## src/rtl/spi_pkg.sv

```systemverilog
// Shared types and default sizing for the SPI receive datapath.
package spi_pkg;

    typedef enum logic [1:0] {IDLE, RECV, CAPTURE, WAIT_END} spi_rx_state_t;

    localparam int SPI_DATA_WIDTH     = 16;
    localparam int SPI_DATA_QUANTITY  = 2;
    localparam int SPI_TIMEOUT_CYCLES = 1024;

endpackage

```

## src/rtl/spi_rx_timeout.sv

```systemverilog
// Saturating stall counter; expired flags the last idle cycle before abort.
module spi_rx_timeout #(
    parameter int CYCLES = 1024
) (
    input  logic clk,
    input  logic nrst,
    input  logic clear,
    input  logic inc,
    output logic expired
);

    localparam int TW = $clog2(CYCLES + 1);

    logic [TW-1:0] timer_reg;

    always_ff @(posedge clk or negedge nrst) begin
        if (!nrst) begin
            timer_reg <= '0;
        end else if (clear) begin
            timer_reg <= '0;
        end else if (inc && (timer_reg != TW'(CYCLES))) begin
            timer_reg <= timer_reg + 1'b1;
        end
    end

    assign expired = (timer_reg == TW'(CYCLES - 1));

endmodule

```

## src/rtl/spi_rx_ctrl.sv

```systemverilog
// SPI receive frame sequencer: gates shifting, captures the finished word
// and hands it downstream on valid/ready, flagging short/stalled/overrun frames.
module spi_rx_ctrl
    import spi_pkg::*;
#(
    parameter int DATA_WIDTH     = SPI_DATA_WIDTH,
    parameter int DATA_QUANTITY  = SPI_DATA_QUANTITY,
    parameter int TIMEOUT_CYCLES = SPI_TIMEOUT_CYCLES
) (
    input  logic                              clk,
    input  logic                              nrst,
    input  logic                              cs_rise,
    input  logic                              cs_fall,
    input  logic                              bit_strobe,
    input  logic [DATA_WIDTH*DATA_QUANTITY-1:0] rx_data,
    input  logic                              out_ready,
    output logic                              shift_en,
    output logic                              busy,
    output logic                              out_valid,
    output logic [DATA_WIDTH*DATA_QUANTITY-1:0] out_data,
    output logic                              err_short,
    output logic                              err_timeout,
    output logic                              err_overrun
);

    localparam int W  = DATA_WIDTH * DATA_QUANTITY;
    localparam int CW = $clog2(DATA_WIDTH + 1);

    spi_rx_state_t state_reg, state_next;
    logic [CW-1:0] bit_cnt_reg;
    logic          end_seen_reg, end_seen_next;
    logic          out_valid_reg;
    logic [W-1:0]  out_data_reg;
    logic          err_short_reg, err_timeout_reg, err_overrun_reg;
    logic          short_next, timeout_next, overrun_next;
    logic          cnt_clear, cnt_inc, tmr_clear, tmr_inc, tmr_expired, capture;

    spi_rx_timeout #(.CYCLES(TIMEOUT_CYCLES)) u_timeout (
        .clk     (clk),
        .nrst    (nrst),
        .clear   (tmr_clear),
        .inc     (tmr_inc),
        .expired (tmr_expired)
    );

    always_comb begin
        state_next    = state_reg;
        end_seen_next = end_seen_reg;
        cnt_clear     = 1'b0;
        cnt_inc       = 1'b0;
        tmr_clear     = 1'b0;
        tmr_inc       = 1'b0;
        capture       = 1'b0;
        short_next    = 1'b0;
        timeout_next  = 1'b0;
        overrun_next  = 1'b0;
        case (state_reg)
            IDLE: begin
                if (cs_rise) begin
                    state_next = RECV;
                    cnt_clear  = 1'b1;
                    tmr_clear  = 1'b1;
                end
            end
            RECV: begin
                // Completing strobe beats a restart, which beats end/abort.
                if (bit_strobe && (bit_cnt_reg == CW'(DATA_WIDTH - 1))) begin
                    state_next    = CAPTURE;
                    end_seen_next = cs_fall;
                    cnt_inc       = 1'b1;
                    tmr_clear     = 1'b1;
                end else if (cs_rise) begin
                    cnt_clear = 1'b1;
                    tmr_clear = 1'b1;
                end else if (cs_fall) begin
                    short_next = 1'b1;
                    state_next = IDLE;
                end else if (bit_strobe) begin
                    cnt_inc   = 1'b1;
                    tmr_clear = 1'b1;
                end else if (tmr_expired) begin
                    timeout_next = 1'b1;
                    state_next   = IDLE;
                end else begin
                    tmr_inc = 1'b1;
                end
            end
            CAPTURE: begin
                capture      = 1'b1;
                overrun_next = out_valid_reg && !out_ready;
                if (cs_rise) begin
                    state_next = RECV;
                    cnt_clear  = 1'b1;
                    tmr_clear  = 1'b1;
                end else if (end_seen_reg || cs_fall) begin
                    state_next = IDLE;
                end else begin
                    state_next = WAIT_END;
                end
            end
            WAIT_END: begin
                if (cs_rise) begin
                    state_next = RECV;
                    cnt_clear  = 1'b1;
                    tmr_clear  = 1'b1;
                end else if (cs_fall) begin
                    state_next = IDLE;
                end
            end
            default: state_next = IDLE;
        endcase
    end

    always_ff @(posedge clk or negedge nrst) begin
        if (!nrst) begin
            state_reg       <= IDLE;
            end_seen_reg    <= 1'b0;
            bit_cnt_reg     <= '0;
            err_short_reg   <= 1'b0;
            err_timeout_reg <= 1'b0;
            err_overrun_reg <= 1'b0;
        end else begin
            state_reg       <= state_next;
            end_seen_reg    <= end_seen_next;
            err_short_reg   <= short_next;
            err_timeout_reg <= timeout_next;
            err_overrun_reg <= overrun_next;
            if (cnt_clear) begin
                bit_cnt_reg <= '0;
            end else if (cnt_inc) begin
                bit_cnt_reg <= bit_cnt_reg + 1'b1;
            end
        end
    end

    // A capture in the same cycle as a consume reloads instead of dropping valid.
    always_ff @(posedge clk or negedge nrst) begin
        if (!nrst) begin
            out_valid_reg <= 1'b0;
            out_data_reg  <= '0;
        end else if (capture && !overrun_next) begin
            out_valid_reg <= 1'b1;
            out_data_reg  <= rx_data;
        end else if (out_valid_reg && out_ready) begin
            out_valid_reg <= 1'b0;
        end
    end

    assign shift_en    = bit_strobe && (state_reg == RECV);
    assign busy        = (state_reg != IDLE);
    assign out_valid   = out_valid_reg;
    assign out_data    = out_data_reg;
    assign err_short   = err_short_reg;
    assign err_timeout = err_timeout_reg;
    assign err_overrun = err_overrun_reg;

endmodule

```

## config.mk

```make
export PLATFORM = sky130hd
export DESIGN_NAME = spi_rx_ctrl
export DESIGN_NICKNAME = d
export VERILOG_FILES = /design/src/rtl/spi_pkg.sv /design/src/rtl/spi_rx_timeout.sv /design/src/rtl/spi_rx_ctrl.sv
export SDC_FILE = /design/constraint.sdc
export NUM_CORES = 1
export LEC_CHECK = 0
export BUFFER_PORTS_ARGS = -buffer_cell sky130_fd_sc_hd__buf_2
export CELL_PAD_IN_SITES_DETAIL_PLACEMENT = 1
export CELL_PAD_IN_SITES_GLOBAL_PLACEMENT = 2
export CORE_UTILIZATION = 36
export CTS_CLUSTER_DIAMETER = 200
export CTS_CLUSTER_SIZE = 25
export DETAILED_ROUTE_END_ITERATION = 6
export PLACE_DENSITY = 0.95
export REMOVE_ABC_BUFFERS = 1
export SLEW_MARGIN = 25
export SYNTH_ARGS = -nofsm -noshare
export SYNTH_HDL_FRONTEND = slang
export SYNTH_HIERARCHICAL = 1
export SYNTH_SLANG_ARGS = --single-unit
export TNS_END_PERCENT = 20
```

## constraint.sdc

```tcl
create_clock -name clk -period 6 [get_ports clk]
set_input_delay 1.8 -clock clk [delete_from_list [all_inputs] [get_ports clk]]
set_output_delay 1.8 -clock clk [all_outputs]
set_load 0.01 [all_outputs]
```

==> results.md <==
* Num CTS Buffers at 5
* LEAKAGE at 1.52 nW
* Slew HR at 53.9%
* Synthesis-to-finish area growth at 22.1%
* Top delay family on crit path: buffers and inverters
* Flop pwr share at 55.3%
* DP HPWL at 4.50 mm
* VDD IR-drop max at 0.109 mV
* Crit start category: input port
* Unique masters post-synth at 39
* Worst-margin pin slew at 0.691 ns
* Die Y at 86.9 um
* Grt peak-use layer: met2
* Minimum clock period at 4.18 ns
* Diodes inserted at 0
* WL/cell at 16.1 um
* Pwr Total at 0.000715 W
* Latest clock arrival within the worst-skew pair at 0.30 ns
* Setup_tns at 0 ns
* Layout cell share with drive strength beyond 1 at 44.6%
* Clk buf depth at 2
* Critical path's most frequent cell: buf_2
* GRT overflow at 0
* Layout Cells excl Fill at 376
* Skew final at 0.00648 ns
* Most frequent cells in the layout: buf_2 (75), dfrtp_1 (55), mux2_4 (30)
* Routability congestion estimate at 0.793
* Reg clk slew, reported paths at 0.09 ns
* WP data arrival at 2.38 ns
* GR Layer Usage met2 at 28.1%
* Via density at 4.96
* Post-synth top flop: dfrtp_1
* Hold Crit Class: flop to flop
* Max-Cap Viols at 0
* CTS tree: done
* Seq cells post-synth at 55
* Post-synth EDFFs at 0
* Gate power share at 11.4%
* Post-Place Cells at 369
* Hold violation total from the final report at 0
* Final worst-path cycle share at 69.7%
* # nets final at 322
* GR Util met1 at 21.9%
* Largest area contributor in the netlist: dfrtp_1
* Syn_area_per_cell at 12.8 um^2
* Post-synthesis sequential area ratio at 53.1%
* Buffers on Ports at 75
* Hold Buf Count CTS at 0
* Critical Setup Path Class: input port to primary output
* 1st-iter DRT viols at 56
* Largest net degree at the start of global routing at 56
* Syn Std Cell Area at 0.00259 mm^2
* ANT nets after route at 0
* First-pass GRT wire length at 10.1 mm
* Root Buffer: clkbuf_8
* Leading cell type in the layout, fill and taps excluded: buf_2
* Worst path max stage delay at 0.19 ns
* Final core utilization at 46.1%
* Int Pwr at 0.000550 W
* CTS resizes at 0
* Full die area at 0.00755 mm^2
* Critical path endpoint category: primary output
* Total wire length at 6.05 mm
* Global Route Usage Sum at 17.3%
* Synth Instances at 202
* Final setup viols at 0
* Clock power frac at 33.3%
* Power per cell area at 226 mW/mm^2
* Top cell type's share of synthesized area at 53.1%
* Initial antenna violation count at 0
* RSZ-0062 raised after global routing: false
* M3 GR Usage at 5.31%
* Clock sinks at 55
* Core area at 0.00687 mm^2
* Chip width at 86.9 um
* Status: complete, no violations
* Pre-Repair DR Iteration Count at 4
* Via count at 1865
* Htree depth at 2
* Vias in the first global route at 1972
* Max FFs per register at 32
* Synth top area cells: dfrtp_1 (53%), mux2_4 (17%), mux2_2 (2.2%)
* CP Cell Sequence: buf_2, nand3b_1, inv_1, buf_2
* Buffers and inverters on the worst path at 3
* Crit path required time at 4.20 ns
* # IOs at 76
* Placed inst area at 0.00306 mm^2
* Max-slew violation count at 0
* FFs w/ async S/R, synth at 100%
* Fin area at 0.00317 mm^2
* Yosys warns at 6
* Initial core utilization at 37.8%
* Critical Path Fanout Max at 6
* Critical-path top delay cell: nand3b_1
* Rows at 30
* Postcts setup bufs at 0
* Drt drc at 0
* Peak Freq at 239 MHz
* Sw Ratio at 23.1%
* Sw Pwr at 0.000165 W
[power by group through the flow]
stage	clock network [W]	logic [W]	registers (W)
floorplan	0	0.0000305	0.000409
global placement	0	0.0000795	0.000401
detailed placement	0	0.0000820	0.000403
CTS	0.000248	0.0000829	0.000396
global route	0.000262	0.0000904	0.000398
finish	0.000238	0.0000817	0.000396
[area by class of cell]
| class | count | area [um^2] |
|---|---|---|
| well taps | 96 | 120 |
| multi-input cells | 128 | 1120 |
| repair buffers | 78 | 398 |
| clock buffers | 5 | 68.8 |
| inverters | 12 | 45.0 |
| flip-flops and latches | 55 | 1380 |
| clock inverters | 2 | 37.5 |
| fillers | 785 | 3700 |
[per-layer routing]
metal	wire, um	up-vias
li1	-	873
met1	2690	907
met2	2700	73
met3	543	12
met4	110	0
met5	0	-
[cell families after synthesis]
kind of cell               after synthesis  share of synthesized area [%]
AOI/OAI and AO/OA                       32                           7.48
xor gates and xnor gates                 4                           1.35
adders and majority gates                4                           1.93
buffers and inverters                   19                           3.91
DFF                                     55                           53.1
muxes                                   36                           19.9
and+or+nand+nor                         52                           12.4
[Yosys cell counts, types with 4 or more instances]
library cell   n
nand2_1        7
o21ai_0        8
nor4_1         5
mux2_4        30
mux2_2         5
nand3_1        4
buf_6          4
ha_1           4
nor2_1         8
dfrtp_1       55
inv_1         12
a21oi_1       11
nand4_1        5
[worst paths after layout]
check	endpoint	slack [ns]	depth (start not counted)	startpoint
setup / recovery	shift_en	1.82	4	bit_strobe
hold / removal	end_seen_reg	0.50	2	end_seen_reg
setup reg to reg	u_timeout/timer_reg[9]	3.60	8	u_timeout/timer_reg[0]
hold reg to reg	end_seen_reg	0.50	2	end_seen_reg
max in group asynchronous	out_data[0]	3.93	2	nrst
min in group asynchronous	out_data[26]	1.61	2	nrst
[worst reg2reg max path, stage by stage (launching register included)]
cell and delay, ns:
dfrtp_1 0.46, ha_1 0.27, nand2_1 0.17, nor4_1 0.10, nor4_1 0.31, buf_4 0.22
nand4_1 0.19, or4_1 0.44, a21oi_1 0.16
[through the flow]
step	setup slack, ns	hold slack, ns
2_1_floorplan	2.11	0.450
6_report	1.82	0.498
3_5_place_dp	1.83	0.481
5_1_grt	1.75	0.533
3_3_place_gp	1.85	0.472
4_1_cts	1.83	0.504
Note: power is estimated with default switching activity, not from simulation.
